--- src/rtl/rv_fetch_pkg.sv ---
// Shared types and constants for the instruction fetch stage.
// Included by the fetch FSM and its IF/ID queue.
package rv_fetch_pkg;

    localparam int PC_W    = 32;
    localparam int INSTR_W = 32;

    localparam logic [6:0] HALT_OPCODE = 7'b1111111;

    typedef enum logic [1:0] {
        S_IDLE = 2'd0,
        S_REQ  = 2'd1,
        S_WAIT = 2'd2,
        S_DROP = 2'd3
    } fetch_state_t;

    typedef struct packed {
        logic [PC_W-1:0]    pc;
        logic [INSTR_W-1:0] instr;
    } fetch_entry_t;

    function automatic logic is_halt(input logic [INSTR_W-1:0] instr);
        return instr[6:0] == HALT_OPCODE;
    endfunction

endpackage

--- src/rtl/if_fetch_queue.sv ---
// Two-entry IF/ID FIFO holding fetched {pc, instr} pairs.
// Head is served straight from the storage registers.
module if_fetch_queue
    import rv_fetch_pkg::*;
(
    input  logic         clk,
    input  logic         rst,
    input  logic         i_push,
    input  fetch_entry_t i_entry,
    input  logic         i_pop,
    input  logic         i_flush,
    output fetch_entry_t o_head,
    output logic [1:0]   o_count,
    output logic         o_full,
    output logic         o_empty
);

    fetch_entry_t r_mem [2];
    logic         r_rd_ptr;
    logic         r_wr_ptr;
    logic [1:0]   r_count;
    logic         w_push;
    logic         w_pop;

    assign w_push = i_push && (r_count != 2'd2);
    assign w_pop  = i_pop && (r_count != 2'd0);

    always_ff @(posedge clk or posedge rst) begin
        if (rst) begin
            r_mem[0] <= '0;
            r_mem[1] <= '0;
            r_rd_ptr <= 1'b0;
            r_wr_ptr <= 1'b0;
            r_count  <= 2'd0;
        end else if (i_flush) begin
            r_rd_ptr <= 1'b0;
            r_wr_ptr <= 1'b0;
            r_count  <= 2'd0;
        end else begin
            if (w_push) begin
                r_mem[r_wr_ptr] <= i_entry;
                r_wr_ptr        <= ~r_wr_ptr;
            end
            if (w_pop) begin
                r_rd_ptr <= ~r_rd_ptr;
            end
            case ({w_push, w_pop})
                2'b10:   r_count <= r_count + 2'd1;
                2'b01:   r_count <= r_count - 2'd1;
                default: r_count <= r_count;
            endcase
        end
    end

    assign o_head  = r_mem[r_rd_ptr];
    assign o_count = r_count;
    assign o_full  = (r_count == 2'd2);
    assign o_empty = (r_count == 2'd0);

endmodule

--- src/rtl/if_fetch_unit.sv ---
// Instruction fetch stage: one outstanding word read at a time,
// results buffered in a 2-entry IF/ID queue, with flush and halt.
module if_fetch_unit
    import rv_fetch_pkg::*;
#(
    parameter int pc_width    = PC_W,
    parameter int instr_width = INSTR_W
) (
    input  logic                   clk,
    input  logic                   rst,
    input  logic [pc_width-1:0]    pc_in,
    output logic                   pc_advance,
    output logic                   imem_req,
    output logic [pc_width-1:0]    imem_addr,
    input  logic                   imem_ready,
    input  logic                   imem_rvalid,
    input  logic [instr_width-1:0] imem_rdata,
    output logic                   id_valid,
    input  logic                   id_ready,
    output logic [pc_width-1:0]    id_pc,
    output logic [instr_width-1:0] id_instr,
    output logic [6:0]             id_opcode,
    input  logic                   flush,
    output logic                   fetch_halted
);

    fetch_state_t        r_state;
    fetch_state_t        w_next;
    logic [pc_width-1:0] r_addr;
    logic                r_halted;
    logic                w_issue;
    logic                w_push;
    logic                w_pop;
    logic                w_full;
    logic                w_empty;
    logic                w_in_flight;
    logic [1:0]          w_count;
    logic [2:0]          w_occupancy;
    fetch_entry_t        w_push_entry;
    fetch_entry_t        w_head;

    assign w_in_flight = (r_state != S_IDLE);
    assign w_occupancy = {1'b0, w_count} + {2'b00, w_in_flight};
    assign w_issue     = (r_state == S_IDLE) && !flush && !r_halted
                         && !w_full && (w_occupancy < 3'd2);

    // A response landing in a flush cycle is discarded, never queued.
    assign w_push = (r_state == S_WAIT) && imem_rvalid && !flush;
    assign w_pop  = !w_empty && id_ready;

    assign w_push_entry.pc    = PC_W'(r_addr);
    assign w_push_entry.instr = INSTR_W'(imem_rdata);

    always_ff @(posedge clk or posedge rst) begin
        if (rst) begin
            r_state <= S_IDLE;
        end else begin
            r_state <= w_next;
        end
    end

    always_comb begin
        w_next     = r_state;
        imem_req   = 1'b0;
        pc_advance = 1'b0;
        unique case (r_state)
            S_IDLE: begin
                if (w_issue) begin
                    w_next = S_REQ;
                end
            end
            S_REQ: begin
                imem_req = 1'b1;
                if (imem_ready) begin
                    pc_advance = 1'b1;
                    w_next     = flush ? S_DROP : S_WAIT;
                end else if (flush) begin
                    w_next = S_IDLE;
                end
            end
            S_WAIT: begin
                if (imem_rvalid) begin
                    w_next = S_IDLE;
                end else if (flush) begin
                    w_next = S_DROP;
                end
            end
            S_DROP: begin
                if (imem_rvalid) begin
                    w_next = S_IDLE;
                end
            end
            default: w_next = S_IDLE;
        endcase
    end

    always_ff @(posedge clk or posedge rst) begin
        if (rst) begin
            r_addr <= '0;
        end else if (w_issue) begin
            r_addr <= pc_in;
        end
    end

    always_ff @(posedge clk or posedge rst) begin
        if (rst) begin
            r_halted <= 1'b0;
        end else if (flush) begin
            r_halted <= 1'b0;
        end else if (w_push && is_halt(w_push_entry.instr)) begin
            r_halted <= 1'b1;
        end
    end

    if_fetch_queue u_queue (
        .clk     (clk),
        .rst     (rst),
        .i_push  (w_push),
        .i_entry (w_push_entry),
        .i_pop   (w_pop),
        .i_flush (flush),
        .o_head  (w_head),
        .o_count (w_count),
        .o_full  (w_full),
        .o_empty (w_empty)
    );

    assign imem_addr    = r_addr;
    assign id_valid     = !w_empty;
    assign id_pc        = pc_width'(w_head.pc);
    assign id_instr     = instr_width'(w_head.instr);
    assign id_opcode    = id_instr[6:0];
    assign fetch_halted = r_halted;

endmodule

--- config.mk ---
export PLATFORM = sky130hd
export DESIGN_NAME = if_fetch_unit
export DESIGN_NICKNAME = d
export VERILOG_FILES = /design/src/rtl/rv_fetch_pkg.sv /design/src/rtl/if_fetch_queue.sv /design/src/rtl/if_fetch_unit.sv
export SDC_FILE = /design/constraint.sdc
export NUM_CORES = 1
export LEC_CHECK = 0
export CAP_MARGIN = 20
export CORE_MARGIN = 2
export CORE_UTILIZATION = 50
export CTS_CLUSTER_DIAMETER = 80
export DETAILED_ROUTE_END_ITERATION = 16
export PLACE_DENSITY = 0.89
export SLEW_MARGIN = 20
export SYNTH_ARGS = -nofsm -noshare
export SYNTH_HDL_FRONTEND = slang
export SYNTH_SLANG_ARGS = --single-unit
--- constraint.sdc ---
create_clock -name clk -period 7.4 [get_ports clk]
set_input_delay 1.11 -clock clk [delete_from_list [all_inputs] [get_ports clk]]
set_output_delay 1.11 -clock clk [all_outputs]
set_load 0.05 [all_outputs]
==> flow_metrics.py, run 1 <==
metrics = {
    "final_layout": {
        "n_antenna_cell": 0,
        "mostFrequentLayoutCell": "clkdlybuf4s50_1",
        "fin_area_mm2": 0.009947,
        "final_cell_mix": "clkdlybuf4s50_1 (176), dfrtp_1 (166), mux2_2 (134)",
        "drive_gt1_frac": 0.4124,
        "nets": 703,
        "filler_cell_count": 1030,
        "area_growth_pct": 30.71,
        "fin_cells": 833,
    },
    "clocking": {
        "clock_path_buffers": 2,
        "cts_buffers": 17,
        "cts_root_buffer": "clkbuf_16",
        "cts_tree": "yes",
        "clkTransAtPathRegs_ns": 0.06,
        "clock_sinks": 167,
        "cts_setup_buffers": 0,
        "htreeDepth": 4,
        "ctsHoldBuffers": 0,
        "worst_skew_pair.late_latency_ns": 0.42,
        "cts_resized": 0,
    },
    "route": {
        "wl_um": 15520,
        "drc": 0,
        "vias_per_cell": 5.265,
        "via_count": 4386,
        "drtIter0Drc": 280,
        "post_drt_wl_per_cell_um": 18.63,
        "ant_nets": 0,
        "drt-pass1-iter-count": 4,
    },
    "timing": {
        "worst_slack_ns": 3.451,
        "fin_skew_ns": 0.007381,
        "setup-tns-final_ns": 0,
        "setup_viol_count_final": 0,
        "rsz0062_at_grt": "no",
        "period_minus_slack_ns": 3.949,
        "hold_viol": 0,
        "maxSlewHeadroom": 0.4274,
        "max_freq_ghz": 0.2532,
        "maxSlewViolCount": 0,
        "fin_crit_sh": 0.5336,
        "worst_pin_slew_ns": 0.8589,
    },
    "synthesis": {
        "postSynthAreaPerCell_um2": 16.37,
        "synth_flop_cell": "dfrtp_1",
        "yosysWarnings": 0,
        "syn_area_mm2": 0.007610,
        "synth_seq_area_share": 0.5492,
        "synth_edf_count": 0,
        "synth-async-reset-ratio": 1.000,
        "ys_seq_elements": 167,
        "ys_types": 31,
        "synthCells": 465,
        "syn_nets": 535,
    },
    "die": {
        "rows": 45,
        "die-width_um": 127.4,
        "core_area_mm2": 0.01503,
        "initial_core_util": 0.5062,
        "io_pins": 177,
        "dieArea_mm2": 0.01622,
        "die_h_um": 127.4,
    },
    "global_route": {
        "grt_use_total": 0.2013,
        "antenna_found_initial": 0,
        "grt_pass1_vias": 4843,
        "grt_max_degree": 96,
        "overflow": 0,
        "grt_pass1_wl_um": 25460,
    },
    "setup_path": {
        "reg2regPathDepth": 3,
        "required_ns": 6.29,
        "critical_path_class": "flip-flop to primary output",
        "cp-end-kind": "primary output",
        "crit_path_start_kind": "flip-flop",
        "worstPathArrival_ns": 2.84,
        "critPathMaxFanout": 52,
    },
    "worst_hold_path": {
        "hold_depth": 1,
        "hold_class": "flip-flop to flip-flop",
    },
    "placement": {
        "numPortBuffers": 176,
        "dpl.hpwl_um": 10200,
        "pre_cts_ws_ns": 3.696,
        "gp_congestion": 0.7533,
        "placed_area_mm2": 0.009384,
        "place_inst": 802,
    },
    "pwr": {
        "p_leak_nw": 4.541,
        "vdd_drop_max_v": 0.0002792,
        "powerDensity_mw_per_mm2": 498.6,
    },
    "run": {
        "maxCapViolCount": 0,
    },
    "status": {
        "status": "completed",
    },
}
## registers in the layout, summed over array words and instances (netlist names)
signal	count
r_state	2
u_queue.r_wr_ptr	1
imem_addr	32
u_queue.r_mem	128
u_queue.r_rd_ptr	1
fetch_halted	1
u_queue.o_count	2
## logic make-up after synthesis
group | after synthesis | share of synthesized area
buf+inv | 36 | 0.03864
xor+xnor | 1 | 0.001151
compound gates | 9 | 0.007234
simple gates | 27 | 0.02664
mux | 225 | 0.3772
flops | 167 | 0.5492
## layer usage
metal / share of wire / vias up / track usage
li1: - / 1986 / -
met1: 0.44 / 2262 / 0.2623
met2: 0.50 / 121 / 0.3316
met3: 0.047 / 17 / 0.04523
met4: 0.017 / 0 / 0.07563
met5: 0 / - / 0
## final timing paths
path	endpoint	slack, ns	startpoint
max	id_opcode[6]	3.45	u_queue.r_rd_ptr
min	u_queue.r_mem[67]	0.50	u_queue.r_mem[67]
max reg2reg	imem_addr[30]	5.16	r_state[0]
min reg2reg	u_queue.r_mem[67]	0.50	u_queue.r_mem[67]
max in group asynchronous	u_queue.r_mem[86]	4.93	rst
min in group asynchronous	u_queue.r_mem[47]	1.20	rst
## cells in the mapped netlist (2+ instances only)
| library cell | number | area share |
|---|---|---|
| nand3b_1 | 2 | 0.0020 |
| nand2_1 | 3 | 0.0015 |
| buf_6 | 7 | 0.010 |
| inv_1 | 3 | 0.0015 |
| buf_4 | 15 | 0.015 |
| o21ai_0 | 5 | 0.0033 |
| clkbuf_1 | 7 | 0.0035 |
| buf_12 | 3 | 0.0079 |
| nor2_1 | 7 | 0.0035 |
| a31oi_1 | 2 | 0.0016 |
| nor2b_1 | 3 | 0.0025 |
| mux2_4 | 90 | 0.18 |
| mux2_2 | 134 | 0.20 |
| dfrtp_1 | 167 | 0.55 |
## power breakdown
part	internal [mW]	switching [mW]	total (mW)
Clock	0.498	0.346	0.845
Combinational	1.10	1.45	2.55
Sequential	1.30	0.268	1.57
## worst max-delay path: stages (launching register included)
cell	delay (ns)
dfrtp_2	0.56
buf_4	0.67
mux2_2	0.44
clkdlybuf4s50_1	0.70
## stage by stage
step | hold slack, ns | util | total power, mW
floorplan | 0.4736 | - | 3.397
global placement | 0.4822 | 0.6240 | 4.061
detailed placement | 0.4897 | 0.6242 | 4.138
CTS | 0.5039 | 0.6617 | 5.003
global route | 0.5126 | 0.6617 | 5.181
finish | 0.4992 | 0.6617 | 4.959
## cell type report
class                           instances  area [um^2]  share of cell area
Sequential cell                       167         4180              0.4203
Clock inverter                          6        67.56            0.006792
Timing Repair Buffer                  182         1810              0.1820
Multi-Input combinational cell        262         3142              0.3158
Inverter                                3        16.27            0.001635
Tap cell                              188        235.2             0.02365
Clock buffer                           25        495.5             0.04981
(Power assumes the default switching activity.)
==> inputs of run 2 (changes only) <==
==> constraint.sdc (replaced) <==
create_clock -name clk -period 3.65 [get_ports clk]
set_input_delay 0.5475 -clock clk [delete_from_list [all_inputs] [get_ports clk]]
set_output_delay 0.5475 -clock clk [all_outputs]
set_load 0.05 [all_outputs]
==> run 2 against run 1 <==
Flip-flop and latch count stayed put. Clock power is 120% higher. Clock skew is 0.0034 ns higher.
==> flow_metrics.py, run 2 (synthesis results as in run 1) <==
metrics = {
    "worst_hold_path": {
        "hold_depth": 1,
        "hold_class": "flip-flop to flip-flop",
    },
    "route": {
        "via_count": 4448,
        "wl_um": 16070,
        "drc": 0,
        "drtIter0Drc": 193,
        "ant_nets": 0,
        "post_drt_wl_per_cell_um": 19.22,
        "vias_per_cell": 5.321,
        "drt-pass1-iter-count": 6,
    },
    "global_route": {
        "met1_usage": 0.2725,
        "grt-busiest-layer": "met2",
        "overflow": 0,
        "grt_pass1_vias": 4981,
        "gr-usage-met2": 0.3419,
        "grt_max_degree": 74,
        "met3_usage": 0.06030,
        "antenna_found_initial": 0,
        "grt_pass1_wl_um": 26550,
        "grt_use_total": 0.2092,
    },
    "placement": {
        "numPortBuffers": 176,
        "place_inst": 803,
        "gp_congestion": 0.7609,
        "dpl.hpwl_um": 10660,
    },
    "clocking": {
        "cts_resized": 0,
        "clock_sinks": 167,
        "htreeDepth": 4,
        "clkTransAtPathRegs_ns": 0.06,
        "cts_setup_buffers": 0,
        "cts_buffers": 17,
        "ctsHoldBuffers": 0,
        "cts_tree": "yes",
        "cts_root_buffer": "clkbuf_16",
        "worst_skew_pair.late_latency_ns": 0.42,
        "clock_path_buffers": 2,
    },
    "setup_path": {
        "cpMaxStageDelayCell": "dfrtp_2",
        "reg2regPathDepth": 3,
        "crit_path_start_kind": "flip-flop",
        "crit_buf_inv": 2,
        "path_depth": 3,
        "cp-end-kind": "primary output",
        "critPathMaxStageDelay_ns": 0.72,
        "rrSetupSlack_ns": 1.42,
        "worstPathArrival_ns": 2.58,
        "cp_top_family": "buffers and inverters",
        "critPathMaxFanout": 21,
        "critical_path_class": "flip-flop to primary output",
        "required_ns": 3.10,
        "cp_cell_sequence": "buf_4 > mux2_2 > clkdlybuf4s50_1",
    },
    "timing": {
        "whs_ns": 0.5014,
        "setup_viol_count_final": 0,
        "fin_skew_ns": 0.01080,
        "period_minus_slack_ns": 3.131,
        "maxSlewViolCount": 0,
        "rsz0062_at_grt": "no",
        "setup-tns-final_ns": 0,
        "worst_pin_slew_ns": 0.8061,
        "maxSlewHeadroom": 0.4626,
        "hold_viol": 0,
        "max_freq_ghz": 0.3193,
        "fin_crit_sh": 0.8579,
    },
    "pwr": {
        "p_leak_nw": 4.583,
        "powerDensity_mw_per_mm2": 1019,
        "vdd_drop_max_v": 0.0006432,
    },
    "die": {
        "initial_core_util": 0.5062,
        "io_pins": 177,
        "die-width_um": 127.4,
        "rows": 45,
        "core_area_mm2": 0.01503,
        "dieArea_mm2": 0.01622,
        "die_h_um": 127.4,
    },
    "final_layout": {
        "largest_register": "u_queue.r_mem",
        "final_cell_mix": "clkdlybuf4s50_1 (176), dfrtp_1 (166), mux2_2 (134)",
        "fin_cells": 836,
        "largest_reg_flops": 128,
        "drive_gt1_frac": 0.4173,
        "mostFrequentLayoutCell": "clkdlybuf4s50_1",
        "area_growth_pct": 32.13,
        "nets": 704,
    },
    "run": {
        "maxCapViolCount": 0,
    },
    "status": {
        "status": "completed",
    },
}
## run 2: metal layers
metal  vias to the layer above  share of wire
met5                         -              0
met2                       141           0.50
li1                       1994              -
met3                        19          0.054
met4                         0          0.014
met1                      2294           0.44
## run 2: power breakdown
part / total (mW) / switching (mW) / leakage (nW) / internal, mW
sequential: 3.20 / 0.561 / 2.13 / 2.64
clock: 1.85 / 0.714 / 0.297 / 1.14
combinational: 5.19 / 2.96 / 2.16 / 2.24
## run 2: path summary, 6_finish.rpt
| check | start | endpoint |
|---|---|---|
| setup reg to reg | r_state[0] | imem_addr[29] |
| hold reg to reg | u_queue.r_mem[88] | u_queue.r_mem[88] |
| max in group asynchronous | rst | u_queue.r_mem[25] |
| setup / recovery | u_queue.r_rd_ptr | id_instr[5] |
| hold / removal | u_queue.r_mem[88] | u_queue.r_mem[88] |
| min in group asynchronous | rst | u_queue.r_mem[111] |
## run 2: layout make-up
class / count / area (um^2)
fillers: 1017 / 4979
flip-flops and latches: 167 / 4180
multi-input cells: 262 / 3142
repair buffers: 183 / 1864
clock buffers: 22 / 474.2
well taps: 188 / 235.2
clock inverters: 10 / 141.4
inverters: 3 / 15.01
diodes: 1 / 2.502
## run 2: metrics by stage
step | util | worst slack (ns) | cell area, um^2 | power [mW]
after floorplan | - | 0.9757 | 7614 | 6.888
final | 0.6688 | 0.5186 | 10050 | 10.24
after global routing | 0.6687 | 0.3984 | 10050 | 10.69
after global placement | 0.6277 | 0.7657 | 9437 | 8.245
after detailed placement | 0.6277 | 0.6586 | 9437 | 8.411
after CTS | 0.6687 | 0.4756 | 10050 | 10.33
